==> src/rtl/imem_loader.sv <==
// Boot-time instruction-memory writer: packs a little-endian byte stream into
// 32-bit words and writes them from address 0 until a halt-opcode word is stored.
module imem_loader #(
  parameter int ADDR_W = 9
) (
  input  logic              clk,
  input  logic              reset,
  input  logic              start,
  input  logic [7:0]        rx_data,
  input  logic              rx_valid,
  output logic              rx_ready,
  output logic              imem_we,
  output logic [ADDR_W-1:0] imem_addr,
  output logic [31:0]       imem_wdata,
  output logic [ADDR_W:0]   word_count,
  output logic              busy,
  output logic              done,
  output logic              overflow_err
);

  localparam logic [2:0] S_IDLE  = 3'd0;
  localparam logic [2:0] S_RECV  = 3'd1;
  localparam logic [2:0] S_WRITE = 3'd2;
  localparam logic [2:0] S_DONE  = 3'd3;
  localparam logic [2:0] S_ERR   = 3'd4;

  localparam logic [ADDR_W-1:0] ADDR_LAST = '1;
  localparam logic [ADDR_W-1:0] ADDR_ONE  = {{(ADDR_W-1){1'b0}}, 1'b1};
  localparam logic [ADDR_W:0]   COUNT_ONE = {{ADDR_W{1'b0}}, 1'b1};

  logic [2:0]        state_q, state_d;
  logic [1:0]        byte_idx_q, byte_idx_d;
  logic [31:0]       word_q, word_d;
  logic [ADDR_W-1:0] addr_q, addr_d;
  logic [ADDR_W:0]   count_q, count_d;

  always_comb begin
    // NOTE: every next-state signal defaults to its current value so no branch can infer a latch.
    state_d    = state_q;
    byte_idx_d = byte_idx_q;
    word_d     = word_q;
    addr_d     = addr_q;
    count_d    = count_q;
    case (state_q)
      S_IDLE, S_DONE, S_ERR: begin
        if (start) begin
          state_d    = S_RECV;
          byte_idx_d = 2'd0;
          addr_d     = '0;
          count_d    = '0;
        end
      end
      S_RECV: begin
        if (rx_valid) begin
          word_d[{byte_idx_q, 3'b000} +: 8] = rx_data;
          byte_idx_d = byte_idx_q + 2'd1;
          if (byte_idx_q == 2'd3) state_d = S_WRITE;
        end
      end
      S_WRITE: begin
        count_d = count_q + COUNT_ONE;
        if (word_q[6:0] == 7'd0) begin
          state_d = S_DONE;
        end else if (addr_q == ADDR_LAST) begin
          state_d = S_ERR;
        end else begin
          addr_d  = addr_q + ADDR_ONE;
          state_d = S_RECV;
        end
      end
      default: state_d = S_IDLE;
    endcase
  end

  // NOTE: sequential state uses non-blocking assignments so all flops update together at the edge.
  always_ff @(posedge clk or negedge reset) begin
    if (!reset) begin
      state_q    <= S_IDLE;
      byte_idx_q <= 2'd0;
      word_q     <= '0;
      addr_q     <= '0;
      count_q    <= '0;
    end else begin
      state_q    <= state_d;
      byte_idx_q <= byte_idx_d;
      word_q     <= word_d;
      addr_q     <= addr_d;
      count_q    <= count_d;
    end
  end

  // Strobes decode straight from state, so reset cancels them asynchronously.
  assign rx_ready     = (state_q == S_RECV);
  assign imem_we      = (state_q == S_WRITE);
  assign busy         = (state_q == S_RECV) || (state_q == S_WRITE);
  assign done         = (state_q == S_DONE);
  assign overflow_err = (state_q == S_ERR);
  assign imem_addr    = addr_q;
  assign imem_wdata   = word_q;
  assign word_count   = count_q;

endmodule
==> config.mk <==
export PLATFORM = sky130hd
export DESIGN_NAME = imem_loader
export DESIGN_NICKNAME = d
export VERILOG_FILES = /design/src/rtl/imem_loader.sv
export SDC_FILE = /design/constraint.sdc
export NUM_CORES = 1
export LEC_CHECK = 0
export CAP_MARGIN = 20
export CORE_MARGIN = 2
export CORE_UTILIZATION = 44
export DETAILED_ROUTE_END_ITERATION = 12
export PLACE_DENSITY = 0.81
export SLEW_MARGIN = 5
export SYNTH_ARGS = -nofsm -noshare
export SYNTH_HDL_FRONTEND = slang
export SYNTH_SLANG_ARGS = --single-unit
==> constraint.sdc <==
create_clock -name clk -period 2.2 [get_ports clk]
set_clock_uncertainty 0.2 [all_clocks]
set_input_delay 0.44 -clock clk [delete_from_list [all_inputs] [get_ports clk]]
set_output_delay 0.44 -clock clk [all_outputs]
set_load 0.01 [all_outputs]
# Word-level counts from Yosys, hierarchy flattened
# Cells that the tools add are included.
# W data, S select, Z words.
# op_classes
reduce_logical	11
shifts	2
add_sub_neg	4
muxes	16
n_eq_ne	11
# ops
op	count
$bwmux W32	1
$shift A8 B7 Y32 const A	1
$shiftx A8 B7 Y32	1
$mux W9	3
$pmux W10 S2	1
$pmux W9 S2	1
$mux W3	5
$add A10 B1 Y10 const B	1
$mux W10	1
$add A9 B1 Y9 const B	1
$eq A9 B9 Y1 const B	1
$pmux W3 S3	1
$ne A2 B2 Y1 const B	4
$logic_not A7 Y1	1
$neg A5 Y7	1
$eq A3 B2 Y1 const B	2
$reduce_and A3 Y1	2
$mux W2	2
$pmux W2 S2	1
$reduce_and A2 Y1	2
$reduce_and A4 Y1	1
$reduce_bool A2 Y1	2
$eq A3 B1 Y1 const B	1
$eq A3 B3 Y1 const B	1
other kinds (6)	6
# word_totals
word_cells	49
in_bits	12
regBits	56

# Longest topological paths before layout
# depth
depth_word	4
mapped_depth	10

# Worst setup path after synthesis
# Ideal clock, no wire load.
# synth_path
kind	register -> register
startpoint	register addr_q[0] (netlist: imem_addr[0])
endpoint	register addr_q[3] (netlist: imem_addr[3])
synth_period_minus_slack_ns	2.352
setup_time_ns	0.124
n_path_buf	0
slack_ns	-0.152
path_stages_with_launch	9
arrival_time_ns	2.028
path_cell_list	dfrtp_1 > ha_1 > and3_1 > and3_1 > and3_1 > ha_1 > a211oi_4 > nor2_2 > a211o_1
# synth_between
elab_chain_cells	4
elab_cells_between_ends	7
# synth_rtl
element	line_no	text
start: declaration	34	logic [ADDR_W-1:0] addr_q, addr_d;
start signal: assignment	87	addr_q <= addr_d;
$add A9 B1 Y9	67	addr_d = addr_q + ADDR_ONE;
$mux W9	64	end else if (addr_q == ADDR_LAST) begin
$mux W9	62	if (word_q[6:0] == 7'd0) begin
$pmux W9 S2	44	case (state_q)
# Several ways; a longest one is shown, not always the timed one. The select of a mux whose other input is x is not followed.
# A chain may end at the register's enable or synchronous reset.

# Final worst setup path
# layout_path
startpoint	register addr_q[1] (netlist: imem_addr[1])
endpoint	register addr_q[3] (netlist: imem_addr[3])
# Same word-level chain as after synthesis.

==> results.txt <==
Final Non-Filler Cells: 466
Worst setup SP type: flop
Crit. End Element: flop
Worst path max stage delay: 400 ps
CTS Root Cell: clkbuf_8
Crit Path Category: flop to flop
Reg2reg start: imem_addr[1]$_DFFE_PN0P_
Worst R2R End: imem_addr[3]$_DFFE_PN0P_
Core area: 0.00596 mm^2
Leading area contributor after synthesis: dfrtp_1
Final Power: 4.21 mW
Cells along the critical path: ha_2, and3_4, and3_4, and3_4, ha_4, a211oi_4, buf_4, and3_1, a211o_1
Critical path required time: 2250 ps
Gp weighted congestion: 0.848
Commonest non-fill, non-tap cell in the layout: nand2_1
Commonest non-fill, non-tap cells in the layout: 82 x nand2_1, 61 x clkdlybuf4s50_1, 56 x dfrtp_1
Register area share after synthesis: 51.5%
Synth Register Bits: 56
Synth cell types: 44
Final WL: 6560 um
Dominant cells by area after synthesis: dfrtp_1 51%, nand2_1 11%, o21ai_1 8.3%
Lkg Pwr: 1.68 nW
ANT nets after route: 0
Clock buffer depth: 2
Met1 usage: 25.5%
Async SR Flop Fraction: 100%
Hold depth: 2
Fill cells: 504
Num rows: 28
Met3 Track Usage GR: 5.00%
Crit path top cell by count: and3_4
Cell Area, Synth: 0.00272 mm^2
Overflow after GRT: 0
Worst min path class: flop to flop
Headroom to the max-slew limit: 64.0%
Pin count of the biggest net entering global routing: 57
Dominant synthesized flop cell: dfrtp_1
WHS: 295 ps
Share of Yosys cell area claimed by the top area cell type: 51.5%
Final HPWL DP: 4860 um
DRT Pass-1 Iters: 4
Fin. max-slew vios: 0
Initial antenna violation count: 0
Num ports: 68
Unrepaired setup endpoints after global routing: true
Buffers on Ports: 67
Synth Instances: 295
Warnings from Yosys: 0
End point of the worst hold path: imem_wdata[30]$_DFFE_PN0P_
GRT Util Overall: 20.6%
Number of enable flip-flop cells after synthesis: 0
Nets: 411
Die ar.: 0.00683 mm^2
R2R setup slack: 20 ps
CTS tree: done
Power per cell area: 1100 mW/mm^2
Hold Path Origin: imem_wdata[30]$_DFFE_PN0P_
Final setup TNS: 0 ps
Endpoints failing hold: 0
Worst-path clk slew: 100 ps
Worst skew pair latency: 320 ps
Final worst path period need: 2180 ps
Worst-Margin Slew: 535 ps
Total number of vias: 2,487
Number of remaining DRC errors: 0
Number of buffers created by CTS: 5
Inst Count DP: 451
Number of global-route vias before repair: 2,348
Fmax: 459 MHz
Worst-path maximum fanout: 5
Reg2reg path depth: 9
Synth-to-Final Area Change: 40.6%
Pre-CTS setup slack: -21.5 ps
Fin crit share: 99.0%
Grt met2 use: 35.1%
CP arrival: 2230 ps
Synth Net Count: 316
Vias per cell: 5.34
Endpoints failing setup: 0
Htree depth: 2
Die W: 82.7 um
Die height: 82.7 um
Share of cells above drive strength 1: 15.3%
Status: complete, no violations
Drt wl/cell: 14.1 um
# Max-Cap Violations: 0
Antenna diodes: 0
Max VDD drop: 0.735 mV
CTS Sinks: 56
Synth Area per Inst: 9.23 um^2
PnR worst setup slack: 22.5 ps
1st-iter DRT viols: 102
Grt peak-use layer: met2
Initial Utilization: 45.7%
First-pass GRT wire length: 10,600 um
CP max stage cell: dfrtp_1
-- per-stage QoR --
step | utilization [%] | cell area, um^2
4_1_cts | 63.9 | 3800
5_1_grt | 64.3 | 3830
3_3_place_gp | 61.3 | 3650
6_report | 64.3 | 3830
2_1_floorplan | - | 2740
3_5_place_dp | 61.3 | 3650
-- per-layer routing --
layer  up-vias  share of wire, %
met2        73                48
met3        15               5.4
li1       1217                 -
met1      1182                44
met4         0               2.1
met5         -                 0
-- critical path: cells and delay by family, from the launching register on --
kind,cells,cell delay (ps)
AND/OR/NAND/NOR,4,660
flip-flops,1,400
adder cells (fa/ha/maj),2,350
AO/OA/AOI/OAI,2,340
buffers and inverters,1,170
-- sequential cells by signal, indices dropped and copies added, names as in the netlist --
signal	cells
byte_idx_q	2
imem_wdata	32
word_count	10
state_q	3
imem_addr	9
-- how the worst max path moves through the flow --
| stage | startpoint | end | slack, ps | cells after the start |
|---|---|---|---|---|
| 2_1_floorplan | imem_addr[0]$_DFFE_PN0P_ | imem_addr[3]$_DFFE_PN0P_ | 20 | 8 |
| 3_3_place_gp | imem_addr[1]$_DFFE_PN0P_ | imem_addr[3]$_DFFE_PN0P_ | 30 | 8 |
| 6_report | imem_addr[1]$_DFFE_PN0P_ | imem_addr[3]$_DFFE_PN0P_ | 20 | 9 |
| 4_1_cts | imem_addr[0]$_DFFE_PN0P_ | imem_addr[3]$_DFFE_PN0P_ | -10 | 9 |
| 5_1_grt | imem_addr[1]$_DFFE_PN0P_ | imem_addr[3]$_DFFE_PN0P_ | -60 | 9 |
| 3_5_place_dp | imem_addr[1]$_DFFE_PN0P_ | imem_addr[3]$_DFFE_PN0P_ | -20 | 8 |
-- cells in the mapped netlist (all sizes together), types with 2 or more instances --
master,n
clkbuf,3
nand4,3
nor2,7
o22ai,4
buf,8
a31oi,2
or3,3
nor3b,6
a21o,4
nand2,82
and2,3
a21oi,5
or3b,2
mux2i,2
nand3,9
nand2b,3
o21ai,47
and3,7
ha,9
a211oi,3
nor3,5
inv,7
dfrtp,56
-- cell type report --
type                            count  area [um^2]  share of cell area, %
Clock buffer                        5         68.8                   1.80
Clock inverter                      3         25.0                  0.654
Inverter                            7         26.3                  0.686
Multi-Input combinational cell    221         1290                   33.7
Sequential cell                    56         1400                   36.6
Tap cell                           75         93.8                   2.45
Timing Repair Buffer               99          923                   24.1
-- repair_timing --
item                                   CTS  global route
pin swaps                                3             4
setup endpoints to repair                8             9
endpoints found under the hold margin   56             0
gates resized for setup                  9             6
hold buffers                             1             0
buffers inserted                         4             2
-- cell families (layout without fill, tap and decap cells) --
group / Yosys count / count (layout) / synth area share [%]
simple gates: 135 / 135 / 23.6
buf+inv: 18 / 114 / 3.17
flops: 56 / 56 / 51.5
compound gates: 73 / 73 / 16.2
xor+xnor: 1 / 1 / 0.322
fa+ha+maj: 9 / 9 / 4.14
mux: 3 / 3 / 1.15
-- power by group --
| part | switching [mW] | leakage [nW] | internal, mW |
|---|---|---|---|
| Sequential | 0.241 | 0.764 | 1.31 |
| Combinational | 1.04 | 0.871 | 1.03 |
| Clock | 0.357 | 0.0452 | 0.233 |
No activity file was read; power rests on OpenSTA's default activity.
